$ cat config.mk
export PLATFORM = sky130hd
export DESIGN_NAME = mem1b_arbiter_flat
export DESIGN_NICKNAME = d
export VERILOG_FILES = /design/src/rtl/mem1b_arbiter_if.sv /design/src/rtl/mem1b_arbiter.sv /design/src/flat_wrapper.sv
export SDC_FILE = /design/constraint.sdc
export NUM_CORES = 1
export LEC_CHECK = 0
export ABC_CLOCK_PERIOD_IN_PS = 2900
export CAP_MARGIN = 20
export CORE_UTILIZATION = 35
export CTS_BUF_LIST = sky130_fd_sc_hd__clkbuf_2 sky130_fd_sc_hd__clkbuf_4 sky130_fd_sc_hd__clkbuf_8
export CTS_CLUSTER_SIZE = 16
export DETAILED_ROUTE_END_ITERATION = 16
export GPL_TIMING_DRIVEN = 0
export PLACE_DENSITY_LB_ADDON = 0.3
export SKIP_LAST_GASP = 1
export SLEW_MARGIN = 20
export SYNTH_ARGS = -nofsm -noshare
export SYNTH_HDL_FRONTEND = slang
export SYNTH_SLANG_ARGS = --single-unit
$ cat constraint.sdc
create_clock -name clk -period 2.9 [get_ports clk]
set_input_delay 0.29 -clock clk [delete_from_list [all_inputs] [get_ports clk]]
set_output_delay 0.29 -clock clk [all_outputs]
set_load 0.01 [all_outputs]
$ cat src/rtl/mem1b_arbiter_if.sv
// Bundle of the two client request channels plus the memory-side
// signals of mem1b_arbiter.
//   slave  : the arbiter's view (requests and mem_dout in, grants and memory controls out)
//   master : the clients-plus-memory view (the opposite directions)
interface mem1b_arbiter_if;
    // Client 0 channel
    logic req0;
    logic we0;
    logic addr0;
    logic wdata0;
    logic gnt0;
    logic done0;
    // Client 1 channel
    logic req1;
    logic we1;
    logic addr1;
    logic wdata1;
    logic gnt1;
    logic done1;
    // Shared results
    logic rdata;
    logic err;
    // Memory side
    logic mem_we;
    logic mem_addr;
    logic mem_din;
    logic mem_dout;

    modport slave (
        input  req0, we0, addr0, wdata0,
        input  req1, we1, addr1, wdata1,
        input  mem_dout,
        output gnt0, done0, gnt1, done1,
        output rdata, err,
        output mem_we, mem_addr, mem_din
    );

    modport master (
        output req0, we0, addr0, wdata0,
        output req1, we1, addr1, wdata1,
        output mem_dout,
        input  gnt0, done0, gnt1, done1,
        input  rdata, err,
        input  mem_we, mem_addr, mem_din
    );
endinterface

$ cat src/rtl/mem1b_arbiter.sv
// Round-robin arbiter that shares one external 2x1-bit memory between two
// clients. Every access runs IDLE -> SETTLE -> ACCESS -> DONE so the slow
// valve logic behind the memory settles before write_enable fires or before
// read data is captured.
// Optional feature: define MEM1B_ARB_WRITE_VERIFY_EN to add a read-back check
// after every write (VERIFY_SETTLE -> VERIFY). A mismatch raises err during DONE.
module mem1b_arbiter #(
    parameter int SETTLE_CYCLES = 2,
    parameter int CNT_W         = 4
) (
    input logic           clk,
    input logic           rst,
    mem1b_arbiter_if.slave bus
);

    // The settle counter must reach SETTLE_CYCLES-1 without wrapping.
    generate
        if (SETTLE_CYCLES < 1 || SETTLE_CYCLES > (2 ** CNT_W) - 1) begin : g_bad_settle
            $error("mem1b_arbiter: SETTLE_CYCLES out of range for CNT_W");
        end
    endgenerate

    localparam logic [CNT_W-1:0] SETTLE_LAST = CNT_W'(SETTLE_CYCLES - 1);

    typedef enum logic [2:0] {
        IDLE,
        SETTLE,
        ACCESS,
        DONE
`ifdef MEM1B_ARB_WRITE_VERIFY_EN
        , VERIFY_SETTLE,
        VERIFY
`endif
    } state_e;

    state_e           state_q, state_d;
    logic [CNT_W-1:0] cnt_q,   cnt_d;
    logic             last_q,  last_d;   // client granted most recently
    logic             owner_q, owner_d;  // client owning the current access
    logic             we_q,    we_d;
    logic             addr_q,  addr_d;
    logic             din_q,   din_d;
    logic             rdata_q, rdata_d;
`ifdef MEM1B_ARB_WRITE_VERIFY_EN
    logic             fail_q,  fail_d;
`endif

    // Next-state, arbitration and datapath update for the access sequence
    always_comb begin
        // NOTE: every signal gets its hold value first, so no path through the
        // case statement can leave one unassigned and infer a latch.
        state_d = state_q;
        cnt_d   = cnt_q;
        last_d  = last_q;
        owner_d = owner_q;
        we_d    = we_q;
        addr_d  = addr_q;
        din_d   = din_q;
        rdata_d = rdata_q;
`ifdef MEM1B_ARB_WRITE_VERIFY_EN
        fail_d  = fail_q;
`endif
        case (state_q)
            IDLE: begin
                // Client 0 wins when alone or when client 1 was served last.
                if (bus.req0 && (!bus.req1 || last_q)) begin
                    state_d = SETTLE;
                    cnt_d   = '0;
                    owner_d = 1'b0;
                    last_d  = 1'b0;
                    we_d    = bus.we0;
                    addr_d  = bus.addr0;
                    din_d   = bus.wdata0;
`ifdef MEM1B_ARB_WRITE_VERIFY_EN
                    fail_d  = 1'b0;
`endif
                end else if (bus.req1) begin
                    state_d = SETTLE;
                    cnt_d   = '0;
                    owner_d = 1'b1;
                    last_d  = 1'b1;
                    we_d    = bus.we1;
                    addr_d  = bus.addr1;
                    din_d   = bus.wdata1;
`ifdef MEM1B_ARB_WRITE_VERIFY_EN
                    fail_d  = 1'b0;
`endif
                end
            end
            SETTLE: begin
                if (cnt_q == SETTLE_LAST) begin
                    state_d = ACCESS;
                    cnt_d   = '0;
                end else begin
                    cnt_d = cnt_q + CNT_W'(1);
                end
            end
            ACCESS: begin
                if (!we_q) begin
                    rdata_d = bus.mem_dout;
                end
`ifdef MEM1B_ARB_WRITE_VERIFY_EN
                state_d = we_q ? VERIFY_SETTLE : DONE;
`else
                state_d = DONE;
`endif
            end
`ifdef MEM1B_ARB_WRITE_VERIFY_EN
            VERIFY_SETTLE: begin
                if (cnt_q == SETTLE_LAST) begin
                    state_d = VERIFY;
                    cnt_d   = '0;
                end else begin
                    cnt_d = cnt_q + CNT_W'(1);
                end
            end
            VERIFY: begin
                fail_d  = (bus.mem_dout != din_q);
                state_d = DONE;
            end
`endif
            DONE: begin
                state_d = IDLE;
            end
            default: begin
                state_d = IDLE;
            end
        endcase
    end

    // State and datapath registers with synchronous reset
    always_ff @(posedge clk) begin
        // NOTE: non-blocking assignments so every register samples the values
        // from before this edge, independent of statement order.
        if (rst) begin
            state_q <= IDLE;
            cnt_q   <= '0;
            last_q  <= 1'b1;
            owner_q <= 1'b0;
            we_q    <= 1'b0;
            addr_q  <= 1'b0;
            din_q   <= 1'b0;
            rdata_q <= 1'b0;
`ifdef MEM1B_ARB_WRITE_VERIFY_EN
            fail_q  <= 1'b0;
`endif
        end else begin
            state_q <= state_d;
            cnt_q   <= cnt_d;
            last_q  <= last_d;
            owner_q <= owner_d;
            we_q    <= we_d;
            addr_q  <= addr_d;
            din_q   <= din_d;
            rdata_q <= rdata_d;
`ifdef MEM1B_ARB_WRITE_VERIFY_EN
            fail_q  <= fail_d;
`endif
        end
    end

    // Outputs decode directly from registered state, so they are glitch-free.
    assign bus.gnt0     = (state_q != IDLE) && !owner_q;
    assign bus.gnt1     = (state_q != IDLE) &&  owner_q;
    assign bus.done0    = (state_q == DONE) && !owner_q;
    assign bus.done1    = (state_q == DONE) &&  owner_q;
    assign bus.mem_we   = (state_q == ACCESS) && we_q;
    assign bus.mem_addr = addr_q;
    assign bus.mem_din  = din_q;
    assign bus.rdata    = rdata_q;
`ifdef MEM1B_ARB_WRITE_VERIFY_EN
    assign bus.err      = (state_q == DONE) && fail_q;
`else
    assign bus.err      = 1'b0;
`endif

endmodule

$ cat src/flat_wrapper.sv
// flat-port wrapper written by rule: the top's interface ports become plain ports
module mem1b_arbiter_flat 
#(
    parameter int SETTLE_CYCLES = 2,
    parameter int CNT_W         = 4
)
  (clk, rst, bus_req0, bus_we0, bus_addr0, bus_wdata0, bus_req1, bus_we1, bus_addr1, bus_wdata1, bus_mem_dout, bus_gnt0, bus_done0, bus_gnt1, bus_done1, bus_rdata, bus_err, bus_mem_we, bus_mem_addr, bus_mem_din);
  mem1b_arbiter_if bus_i ();
  input logic clk;
  input logic rst;
  input wire logic [$bits(bus_i.req0)-1:0] bus_req0;
  input wire logic [$bits(bus_i.we0)-1:0] bus_we0;
  input wire logic [$bits(bus_i.addr0)-1:0] bus_addr0;
  input wire logic [$bits(bus_i.wdata0)-1:0] bus_wdata0;
  input wire logic [$bits(bus_i.req1)-1:0] bus_req1;
  input wire logic [$bits(bus_i.we1)-1:0] bus_we1;
  input wire logic [$bits(bus_i.addr1)-1:0] bus_addr1;
  input wire logic [$bits(bus_i.wdata1)-1:0] bus_wdata1;
  input wire logic [$bits(bus_i.mem_dout)-1:0] bus_mem_dout;
  output wire logic [$bits(bus_i.gnt0)-1:0] bus_gnt0;
  output wire logic [$bits(bus_i.done0)-1:0] bus_done0;
  output wire logic [$bits(bus_i.gnt1)-1:0] bus_gnt1;
  output wire logic [$bits(bus_i.done1)-1:0] bus_done1;
  output wire logic [$bits(bus_i.rdata)-1:0] bus_rdata;
  output wire logic [$bits(bus_i.err)-1:0] bus_err;
  output wire logic [$bits(bus_i.mem_we)-1:0] bus_mem_we;
  output wire logic [$bits(bus_i.mem_addr)-1:0] bus_mem_addr;
  output wire logic [$bits(bus_i.mem_din)-1:0] bus_mem_din;
  assign bus_i.req0 = bus_req0;
  assign bus_i.we0 = bus_we0;
  assign bus_i.addr0 = bus_addr0;
  assign bus_i.wdata0 = bus_wdata0;
  assign bus_i.req1 = bus_req1;
  assign bus_i.we1 = bus_we1;
  assign bus_i.addr1 = bus_addr1;
  assign bus_i.wdata1 = bus_wdata1;
  assign bus_i.mem_dout = bus_mem_dout;
  assign bus_gnt0 = bus_i.gnt0;
  assign bus_done0 = bus_i.done0;
  assign bus_gnt1 = bus_i.gnt1;
  assign bus_done1 = bus_i.done1;
  assign bus_rdata = bus_i.rdata;
  assign bus_err = bus_i.err;
  assign bus_mem_we = bus_i.mem_we;
  assign bus_mem_addr = bus_i.mem_addr;
  assign bus_mem_din = bus_i.mem_din;
  mem1b_arbiter #(.SETTLE_CYCLES(SETTLE_CYCLES), .CNT_W(CNT_W)) u_core (.clk(clk), .rst(rst), .bus(bus_i));
endmodule
==> flow_summary.toml, run 1 <==
[outcome]
status = "complete, no violations"

[sta]
grt_setup_unrepaired = "false"
hold_viol_final = 0
slew_viol_final = 0
setup_violations = 0
fin_worst_skew_ps = 3.207
period_share_pct = 70.91
whs_ps = 389.5
timing.fmax_ghz = 0.4863
min_period_ps = 2056
setup_tns_ps = 0

[logic_synthesis]
synth_area_leaders = "dfxtp_1 (35%), ha_1 (11%), o21ai_0 (5.9%)"
syn_avg_cell_area_um2 = 8.678
synth_compound_area_share_pct = 18.48
synth_xor_xnor_area_share_pct = 0
synth.most_common_cell = "dfxtp_1"
synth_top_cell_by_area = "dfxtp_1"
netlist.area_leader.share_pct = 35.49
async_flop_share_pct = 0
synthesis.nets = 95
synth.yosys.seq_area_share_pct = 35.49
synthMuxAreaShare_pct = 4.436
synth_top_family_by_area = "simple AND/OR/NAND/NOR gates"
yosys.area_share.adder_pct = 11.09
yosys.area_share.simple_pct = 24.95
synth-main-ff-cell = "dfxtp_1"
synth_cell_types = 29
ys_seq_elements = 12
yosysWarnings = 0
netlist_area_um2 = 676.9
synth_common_cells = "dfxtp_1 (12), o21ai_0 (8), ha_1 (6), nor2_1 (6), inv_1 (5)"
synth_edf_count = 0
synth_cells = 78

[critical_path]
criticalPathCategory = "register to primary output"
cp_max_fo = 7
crit_chain = "inv_1, ha_1, and2b_1, clkdlybuf4s50_1"
worstRegToRegCells = 5
startpoint = "u_core.state_q[1]$_SDFFE_PP0P_"
cpMaxStageDelayCell = "clkdlybuf4s50_1"
arrival_ps = 1770
critical_path.startpoint_type = "register"
required_ps = 2610
r2r-start = "u_core.state_q[1]$_SDFFE_PP0P_"
crit_path_end_kind = "primary output"
cpPeakStageDelay_ps = 530

[cells_and_area]
drive_above_1_share_pct = 7.071
multiInputGateArea_um2 = 402.9
finalNetCount = 117
n_fill_cell = 182
num_antenna_cells = 0
areaGrowthSynthToFinish_pct = 35.12
seq_area_um2 = 240.2
final_util_pct = 51.84

[placement]
numPortBuffers = 17
dp_hpwl_um = 1140
gp_congestion = 0.6793

[hold_path]
min_from = "rst"
hp-class = "input port to register"
holdPathStages = 2

[power_and_ir_drop]
p_switching_uw = 266.3
irDropWorstVdd_mv = 0.4962
power.internal_uw = 458.0
clockPowerShare_pct = 18.9
seq_power_share_pct = 34.9
comb_power_share_pct = 46.2
power_leakage_uw = 0.0003537
power_density_nw_per_um2 = 791.9
switching_share_pct = 36.77

[global_route]
grt_pass1_wl_um = 2380
grt_max_degree = 11
first_global_vias = 561
grt_usage_pct = 16.49
grt-ovfl-total = 0
grt_antenna_before_repair = 0

[die]
dieArea_um2 = 2114
ioPinCount = 20
num_rows = 15
die_x_um = 45.98
core_area_um2 = 1764
initial_core_util_pct = 38.37
die_y_um = 45.98

[clock_tree]
clockBufferDepth = 2
cts_root_buffer = "clkbuf_4"
numClockSinks = 12
post_cts_resized = 0
path_clk_slew_ps = 80
numCtsBuffers = 3
clkLatencyLatePin_ps = 280
hold_buffers = 0
cts_max_level = 1
cts_tree = "yes"
post-cts-setup-buffer-count = 0

[drt]
vias = 609
wl_per_cell_um = 12.02
totalWireLength_um = 1490
detail-route-antenna-nets = 0
routed_via_density = 4.911
drc = 0
first_pass_iters = 3
first_iter_violations = 2

[job]
drv_cap = 0
-- through the flow --
step                      setup WS [ps]  power, µW  instance area [µm²]  instances
after floorplan                    1346      465.1                676.9         78
after global placement             1162      582.9                878.3        120
after detailed placement           1142      590.5                878.3        120
after CTS                         826.2      734.0                914.6        124
after global routing              762.4      778.0                914.6        124
final                             843.7      724.3                914.6        124
-- cell families after synthesis --
logic type      Yosys count
simple gates             28
compound gates           20
flops                    12
buf+inv                   8
fa+ha+maj                 6
mux                       3
other cells               1
-- path summary, 6_finish.rpt --
| path | endpoint | slack, ps |
|---|---|---|
| setup / recovery | bus_gnt1 | 840 |
| hold / removal | u_core.bus.rdata$_SDFFE_PP0P_ | 390 |
| setup reg to reg | u_core.cnt_q[3]$_SDFFE_PP0P_ | 1200 |
| hold reg to reg | u_core.state_q[0]$_SDFFE_PP0P_ | 500 |
-- cell type report --
class / count / share of cell area [%]
Buffer: 2 / 1.231
Inverter: 6 / 2.462
Sequential cell: 12 / 26.27
Clock buffer: 4 / 3.967
Multi-Input combinational cell: 58 / 44.05
Tap cell: 25 / 3.420
Timing Repair Buffer: 17 / 18.60
-- worst max-delay path: cells and delay by family (launching register included) --
kind | cells | cell delay [ps]
adders and majority gates | 1 | 260
buffers and inverters | 2 | 610
DFF | 1 | 400
and+or+nand+nor | 1 | 210
-- sequential cells by signal, indices dropped and copies added, names as in the netlist --
name / flops
u_core.cnt_q: 4
u_core.state_q: 2
u_core.bus.mem_addr: 1
u_core.bus.mem_din: 1
u_core.bus.rdata: 1
u_core.last_q: 1
u_core.owner_q: 1
u_core.we_q: 1
-- placed cells by master, fill, tap and decap left out, types with 3 or more instances in the layout --
master,n
a31oi_1,4
clkbuf_4,3
clkdlybuf4s50_1,17
dfxtp_1,12
ha_1,6
inv_1,5
mux2i_1,3
nand2_1,3
nand3b_1,4
nor2_1,6
nor2b_1,4
o21ai_0,8
-- per-layer routing --
layer | share of wire (%) | global-route usage, %
met1 | 43 | 17.18
met2 | 51 | 28.73
met3 | 3.8 | 3.175
met4 | 2.7 | 12.35
met5 | 0 | 0
-- power groups by stage --
stage               Clock (µW)  Combinational [µW]  Sequential, µW
finish                     137                 334             253
global route               146                 372             260
CTS                        142                 339             253
detailed placement           0                 334             256
global placement             0                 329             253
floorplan                    0                 213             252
No activity file was read; power rests on OpenSTA's default activity.
==> run 2: changes to the inputs <==
- ABC_CLOCK_PERIOD_IN_PS: 2900 -> 1850
- clock period: 2.9 -> 1.85 ns (I/O delays scaled with it)
==> run 2 against run 1 <==
Net effect: utilization increased by 0.43 points; via count increased by 1.5%; total power increased by 58%; combinational power increased by 59%; cell area increased by 0.82%; setup slack got worse by 750 ps; worst hold slack got worse by 110 ps; largest power group unchanged.
==> flow_summary.toml, run 2 (synthesized netlist as in run 1, its figures left out) <==
[critical_path]
arrival_ps = 1570
crit_chain = "inv_1, ha_1, and2_1, clkdlybuf4s50_1"
cpLargestDelayFamily = "buffers and inverters"
critical_path.startpoint_type = "register"
cpPeakStageDelay_ps = 490
startpoint = "u_core.state_q[0]$_SDFFE_PP0P_"
r2r-start = "u_core.cnt_q[0]$_SDFFE_PP0P_"
cp_max_fo = 4
criticalPathCategory = "register to primary output"
crit_buf_inv = 2
crit_path_end_kind = "primary output"
required_ps = 1660
cpMaxStageDelayCell = "clkdlybuf4s50_1"

[drt]
first_pass_iters = 2
drc = 0
routed_via_density = 4.984
totalWireLength_um = 1504
wl_per_cell_um = 12.13
detail-route-antenna-nets = 0
first_iter_violations = 2
vias = 618

[sta]
grt_setup_unrepaired = "false"
fin_worst_skew_ps = 1.346
setup_violations = 0
slew_viol_final = 0
hold_viol_final = 0
timing.fmax_ghz = 0.5701
period_share_pct = 94.82
min_period_ps = 1754
setup_tns_ps = 0
setup_slack_ps = 95.88

[cells_and_area]
reg_top3 = "u_core.cnt_q x4, u_core.state_q x2"
largest_reg_flops = 4
num_antenna_cells = 0
finalNetCount = 117
layout_common_cells = "clkdlybuf4s50_1 (16), dfxtp_1 (10), o21ai_0 (8), nor2_1 (6)"
layout_commonest_cell = "clkdlybuf4s50_1"
drive_above_1_share_pct = 10.10
areaGrowthSynthToFinish_pct = 36.23
top_register = "u_core.cnt_q"

[clock_tree]
clkLatencyLatePin_ps = 280
cts_root_buffer = "clkbuf_4"
hold_buffers = 0
numClockSinks = 12
clockBufferDepth = 2
path_clk_slew_ps = 80
numCtsBuffers = 3
cts_max_level = 1
cts_tree = "yes"

[die]
dieArea_um2 = 2114
initial_core_util_pct = 38.37
core_area_um2 = 1764
die_y_um = 45.98
die_x_um = 45.98
ioPinCount = 20
num_rows = 15

[hold_path]
hp-class = "input port to register"
min_from = "rst"

[global_route]
grt-ovfl-total = 0
grt_pass1_wl_um = 2401
first_global_vias = 569
grt_max_degree = 11
grt_usage_pct = 16.65
grt_antenna_before_repair = 0

[power_and_ir_drop]
switching_share_pct = 36.62
power.internal_uw = 726.4
power_leakage_uw = 0.0003706
power_density_nw_per_um2 = 1243
clockPowerShare_pct = 18.7
comb_power_share_pct = 46.3
p_switching_uw = 419.8
seq_power_share_pct = 35.1
irDropWorstVdd_mv = 0.7637

[placement]
numPortBuffers = 17
place_ws_ps = 170.5
gp_congestion = 0.6793
dp_hpwl_um = 1140

[job]
drv_cap = 0

[outcome]
status = "complete, no violations"
run 2: worst paths after layout:
| path | end | depth (start not counted) | slack [ps] |
|---|---|---|---|
| worst min-delay path | u_core.bus.rdata$_SDFFE_PP0P_ | 2 | 280 |
| worst max register to register | u_core.state_q[0]$_SDFFE_PP0P_ | 4 | 190 |
| worst min register to register | u_core.state_q[1]$_SDFFE_PP0P_ | 2 | 490 |
| worst max-delay path | bus_mem_we | 4 | 100 |
run 2: power groups by stage:
stage               Clock [µW]  Sequential [µW]  Combinational, µW
finish                     214              402                530
floorplan                    0              395                334
detailed placement           0              402                524
CTS                        223              401                537
global placement             0              397                516
global route               229              412                589
run 2: cell type report:
type                       count  area [µm²]
fill                         182       842.1
multi-input combinational     58       405.4
sequential                    12       242.7
timing repair buffer          17       172.7
clock buffer                   4       36.28
tap                           25       31.28
inverter                       6       22.52
buffer                         2       11.26
run 2: what timing repair did:
item	4_1_cts	5_1_grt
gates resized for setup	3	1
gates cloned	0	0
setup endpoints to repair	2	1
setup buffers	0	0
run 2: worst register-to-register path, delay by kind of cell, from the launching register on:
kind / cells / cell delay [ps]
AOI/OAI and AO/OA: 1 / 290
adders and majority gates: 1 / 180
DFF: 1 / 420
muxes: 1 / 240
and+or+nand+nor: 1 / 460
run 2: metal layers:
metal  part of all wire [%]  GRT usage, %  routed length (µm)  vias up
li1                       -             -                   -      318
met1                     42         16.95                 637      280
met2                     51         29.58                 764       15
met3                    3.7         3.175                  56        5
met4                    3.0         12.35                  45        0
met5                      0             0                   0        -
run 2: per-stage QoR:
step	hold WS, ps	area (µm²)	util (%)	instances	power (µW)
floorplan	332.2	676.9	-	78	729.0
global placement	474.0	878.3	49.79	120	913.7
detailed placement	496.7	878.3	49.79	120	925.6
CTS	271.9	919.6	52.13	124	1161
global route	321.5	922.1	52.27	124	1230
finish	275.6	922.1	52.27	124	1146
==> run 3: changes to the inputs <==
- CAP_MARGIN: 20 -> 5
==> results of run 3 <==
Same layout as run 2: the final DEF is identical, and so are final timing and power.
